### src/rtl/alu_seq.sv
// alu_seq: sequential valid/ready front end for the combinational alu.
// Registers a request onto the alu inputs, captures the result one cycle
// later into a backpressured response register with a zero flag, and
// counts delivered responses.
// Optional feature macro: ALU_SEQ_ACC_EN adds the in_use_acc port and an
// accumulator holding the last delivered result, selectable as operand A.
module alu_seq #(
    parameter int WIDTH = 32,
    parameter int CNT_W = 16
) (
    input  logic             clk,
    input  logic             rst_n,
    input  logic             in_valid,
    output logic             in_ready,
    input  logic [WIDTH-1:0] in_a,
    input  logic [WIDTH-1:0] in_b,
    input  logic [1:0]       in_op,
`ifdef ALU_SEQ_ACC_EN
    input  logic             in_use_acc,
`endif
    output logic [WIDTH-1:0] alu_a,
    output logic [WIDTH-1:0] alu_b,
    output logic [1:0]       alu_select,
    input  logic [WIDTH-1:0] alu_result,
    output logic             out_valid,
    input  logic             out_ready,
    output logic [WIDTH-1:0] out_data,
    output logic             out_zero,
    output logic [CNT_W-1:0] op_count
);

    typedef enum logic [1:0] {
        ST_IDLE = 2'd0,
        ST_EXEC = 2'd1,
        ST_HOLD = 2'd2
    } state_t;

    state_t           r_state;
    state_t           w_state_nxt;

    logic             w_in_ready;
    logic             w_accept;
    logic             w_resp_hs;
    logic [WIDTH-1:0] w_a_src;

    logic [WIDTH-1:0] r_a_p0;
    logic [WIDTH-1:0] r_b_p0;
    logic [1:0]       r_sel_p0;

    logic [WIDTH-1:0] r_data_p1;
    logic             r_zero_p1;
    logic             r_vld_p1;

    logic [CNT_W-1:0] r_cnt;

    // A new request may enter when idle, or when the held response leaves
    // in this same cycle; nothing is accepted while reset is asserted.
    assign w_in_ready = rst_n && ((r_state == ST_IDLE) ||
                                  ((r_state == ST_HOLD) && out_ready));
    assign w_accept   = in_valid && w_in_ready;
    assign w_resp_hs  = r_vld_p1 && out_ready;

`ifdef ALU_SEQ_ACC_EN
    logic [WIDTH-1:0] r_acc;

    // On a same-cycle handshake the result being handed over is newer than
    // the accumulator, so it is forwarded directly.
    assign w_a_src = in_use_acc ? (w_resp_hs ? r_data_p1 : r_acc) : in_a;

    // Accumulator tracks the most recently delivered result.
    always_ff @(posedge clk) begin
        if (!rst_n) begin
            r_acc <= '0;
        end else if (w_resp_hs) begin
            r_acc <= r_data_p1;
        end
    end
`else
    assign w_a_src = in_a;
`endif

    // FSM state register.
    always_ff @(posedge clk) begin
        if (!rst_n) begin
            r_state <= ST_IDLE;
        end else begin
            r_state <= w_state_nxt;
        end
    end

    // FSM next-state: one EXEC cycle per operation, then HOLD until drained.
    always_comb begin
        w_state_nxt = r_state;
        case (r_state)
            ST_IDLE: begin
                if (w_accept) begin
                    w_state_nxt = ST_EXEC;
                end
            end
            ST_EXEC: begin
                w_state_nxt = ST_HOLD;
            end
            ST_HOLD: begin
                if (out_ready) begin
                    w_state_nxt = w_accept ? ST_EXEC : ST_IDLE;
                end
            end
            default: begin
                w_state_nxt = ST_IDLE;
            end
        endcase
    end

    // ---- stage p0: operand register driving the alu inputs ----
    // Operands are only replaced on accept, so they stay stable in HOLD and
    // keep their last value in IDLE.
    always_ff @(posedge clk) begin
        if (!rst_n) begin
            r_a_p0   <= '0;
            r_b_p0   <= '0;
            r_sel_p0 <= '0;
        end else if (w_accept) begin
            r_a_p0   <= w_a_src;
            r_b_p0   <= in_b;
            r_sel_p0 <= in_op;
        end
    end

    // ---- stage p1: response register capturing the alu result ----
    // Captured only in EXEC, so data and zero flag are frozen while held.
    always_ff @(posedge clk) begin
        if (!rst_n) begin
            r_data_p1 <= '0;
            r_zero_p1 <= 1'b0;
            r_vld_p1  <= 1'b0;
        end else if (r_state == ST_EXEC) begin
            r_data_p1 <= alu_result;
            r_zero_p1 <= (alu_result == '0);
            r_vld_p1  <= 1'b1;
        end else if (w_resp_hs) begin
            r_vld_p1  <= 1'b0;
        end
    end

    // Delivered-response counter, wraps naturally at its width.
    always_ff @(posedge clk) begin
        if (!rst_n) begin
            r_cnt <= '0;
        end else if (w_resp_hs) begin
            r_cnt <= r_cnt + {{(CNT_W-1){1'b0}}, 1'b1};
        end
    end

    assign in_ready   = w_in_ready;
    assign alu_a      = r_a_p0;
    assign alu_b      = r_b_p0;
    assign alu_select = r_sel_p0;
    assign out_valid  = r_vld_p1;
    assign out_data   = r_data_p1;
    assign out_zero   = r_zero_p1;
    assign op_count   = r_cnt;

endmodule

### config.mk
export PLATFORM = sky130hd
export DESIGN_NAME = alu_seq
export DESIGN_NICKNAME = d
export VERILOG_FILES = /design/src/rtl/alu_seq.sv
export SDC_FILE = /design/constraint.sdc
export NUM_CORES = 1
export LEC_CHECK = 0
export BUFFER_PORTS_ARGS = -buffer_cell sky130_fd_sc_hd__buf_2
export CORE_MARGIN = 2
export CORE_UTILIZATION = 40
export CTS_BUF_LIST = sky130_fd_sc_hd__clkbuf_8
export CTS_CLUSTER_DIAMETER = 30
export DETAILED_ROUTE_END_ITERATION = 10
export PLACE_DENSITY = 0.8
export SYNTH_ARGS = -nofsm -noshare
export SYNTH_HDL_FRONTEND = slang
export SYNTH_SLANG_ARGS = --single-unit
### constraint.sdc
create_clock -name clk -period 5.2 [get_ports clk]
set_clock_uncertainty 0.15 [all_clocks]
set_input_delay 0.78 -clock clk [delete_from_list [all_inputs] [get_ports clk]]
set_output_delay 0.78 -clock clk [all_outputs]
set_load 0.02 [all_outputs]
==> qor.csv <==
metric,value,unit
rrSetupSlack,2790,ps
cts_hold_buffers,0,
post-route-drc-count,0,
hold_slack,300,ps
rsz0062_at_grt,no,
startpoint,rst_n,
reg2reg_depth,6,
dp_cells,864,
status,"finished, final reports clean",
ant_nets,0,
synth_xor_area_share,1.84,%
die_h,107,um
cp-end-kind,primary output,
core,0.0104,mm2
hold_violations,0,
drive_above_1_share,33.6,%
cts-root-buf,clkbuf_8,
stdcell_count,896,
viasPerCell,4.82,
path_class,input port to primary output,
antenna_found_initial,0,
worstMarginPinSlew,1080,ps
post_cts_buffers,0,
crit_end,in_ready,
first_pass_iters,5,
hold_path.class,flop to flop,
synth.avg_cell_area,7.90,um2
synth_top_family_by_area,simple AND/OR/NAND/NOR gates,
cts_tree,built,
cp_max_fo,53,
cts_resized,0,
synth.net_count,644,
fin_setup_tns,0,ps
drt_iter0_markers,257,
cp.required,4270,ps
num_vias,4322,
wl,11300,um
die_w,107,um
nets,850,
clock_latency,400,ps
htreeDepth,4,
netlist_instances,541,
grt_pass1_wl,17500,um
clkTransAtPathRegs,60,ps
gp_congestion,0.734,
slew-limit-headroom,27.9,%
peakVddDrop,0.000159,V
grt_max_degree,68,
cp-start-kind,input port,
cts_buffer_depth,2,
ys_types,27,
die_area,0.0115,mm2
cts_sinks,118,
setup_viol,0,
wl_per_cell,12.7,um
synthAdderAreaFrac,0.293,%
fin_crit_sh,61.5,%
ys_warn_count,0,
place_area,0.00543,mm2
yosysSeqAreaShare,55.2,%
n_antenna_cell,0,
drv_slew,0,
worstPathArrival,2270,ps
std_cell_rows,37,
synth.cell_area,0.00428,mm2
r2r_start,r_state[1]$_SDFFE_PN0P_,
grt_pass1_vias,3853,
overflow,0,
io_pins,219,
fmax,313,MHz
synth_compound_area_share,12.6,%
fin_area,0.00579,mm2
r2r_end,alu_b[8]$_SDFFE_PN0P_,
grt_usage,19.2,%
cts_made_buffers,17,
maxCapViolCount,0,
power.leakage,2.65,nW
synth_mux_area_share,0.702,%
detailed_place_hpwl,7920,um
synthSimpleGateAreaFrac,25.6,%
syn2layout_area_growth,35.3,%
port_buffers,218,
finalCriticalPeriod,3200,ps
power_per_cell_area,331,mW/mm2
initial_core_util,41.2,%
synth-seq-cells,118,
[critical path, stage by stage]
cell and delay (ps):
buf_2 180, clkinv_2 600, nor3b_1 480, buf_2 230
[metrics by stage]
stage	util, %	setup slack [ps]	total power [mW]
3_5_place_dp	52.4	1990	1.20
5_1_grt	55.8	1880	2.01
2_1_floorplan	-	2290	1.11
3_3_place_gp	52.4	1980	1.20
6_report	55.8	2000	1.92
4_1_cts	55.8	1970	1.94
[cells by family (layout without fill, tap and decap cells)]
kind of cell,after synthesis,count (layout)
simple gates,262,262
flops,118,118
compound gates,107,107
buf+inv,41,260
xor+xnor,9,9
mux,3,3
fa+ha+maj,1,1
[report_power, final]
group / internal (mW) / switching (mW) / leakage [nW]
sequential: 0.941 / 0.0185 / 0.961
combinational: 0.0796 / 0.143 / 1.50
clock: 0.391 / 0.342 / 0.192
total: 1.41 / 0.503 / 2.65
[layer usage]
layer | up-vias | GRT usage (%) | wire [um]
met5 | - | 0 | 0
met4 | 0 | 8.70 | 207
met3 | 18 | 6.72 | 1000
met2 | 164 | 30.6 | 5230
met1 | 1956 | 23.3 | 4900
li1 | 2184 | - | -
[Yosys cell counts]
master | instances | share of area [%]
nand4b_1 | 1 | 0.20
buf_2 | 5 | 0.59
o21ai_0 | 3 | 0.35
nor3_1 | 4 | 0.47
nand3_4 | 1 | 0.41
or4_4 | 1 | 0.26
a21oi_1 | 103 | 12
nor2_1 | 14 | 1.2
xor2_1 | 2 | 0.41
nand2_1 | 205 | 18
nand2b_1 | 6 | 0.88
clkbuf_1 | 27 | 2.4
clkinv_1 | 1 | 0.088
or3_1 | 3 | 0.44
and3_1 | 1 | 0.15
nand4_1 | 5 | 0.73
mux2i_1 | 3 | 0.70
nor2b_1 | 1 | 0.15
ha_1 | 1 | 0.29
nand3_1 | 9 | 1.1
dfxtp_1 | 118 | 55
buf_1 | 3 | 0.26
xnor2_1 | 7 | 1.4
nor4_1 | 10 | 1.5
o31ai_1 | 1 | 0.18
inv_1 | 5 | 0.44
nor3b_1 | 1 | 0.18
[layout by cell type, fill, tap and decap left out, types with 2 or more instances in the layout]
master / synthesis / layout
nor3_1: 4 / 4
nor2_1: 14 / 14
nand4_1: 5 / 5
nand2b_1: 6 / 6
nor4_1: 10 / 10
clkinv_2: 0 / 6
mux2i_1: 3 / 3
a21oi_1: 103 / 103
nand2_1: 205 / 205
clkinvlp_4: 0 / 3
o21ai_0: 3 / 3
inv_1: 5 / 8
buf_4: 0 / 4
clkbuf_8: 0 / 19
xor2_1: 2 / 2
or3_1: 3 / 3
xnor2_1: 7 / 7
dfxtp_1: 118 / 118
buf_2: 5 / 218
nand3_1: 9 / 9
[worst min-delay path by stage]
stage	slack, ps	start	cells after the start	endpoint
after floorplan	380	alu_a[11]$_SDFFE_PN0P_	2	alu_a[11]$_SDFFE_PN0P_
after global routing	320	alu_b[2]$_SDFFE_PN0P_	2	alu_b[2]$_SDFFE_PN0P_
after detailed placement	290	alu_a[22]$_SDFFE_PN0P_	2	alu_a[22]$_SDFFE_PN0P_
after global placement	290	alu_b[10]$_SDFFE_PN0P_	2	alu_b[10]$_SDFFE_PN0P_
after CTS	300	alu_a[22]$_SDFFE_PN0P_	2	alu_a[22]$_SDFFE_PN0P_
final	300	alu_a[10]$_SDFFE_PN0P_	2	alu_a[10]$_SDFFE_PN0P_
[sequential cells by signal, indices dropped and copies added (netlist names)]
| name | cells |
|---|---|
| out_data | 32 |
| out_zero | 1 |
| op_count | 16 |
| r_state | 2 |
| out_valid | 1 |
| alu_a | 32 |
| alu_select | 2 |
| alu_b | 32 |
[final cells by class]
cell class | instances | area (um2)
inverter | 6 | 23.8
tap | 136 | 170
multi-input combinational | 382 | 1760
fill | 1040 | 4580
clock inverter | 13 | 92.6
timing repair buffer | 222 | 1120
sequential | 118 | 2360
clock buffer | 19 | 262
No activity file was read; power rests on OpenSTA's default activity.
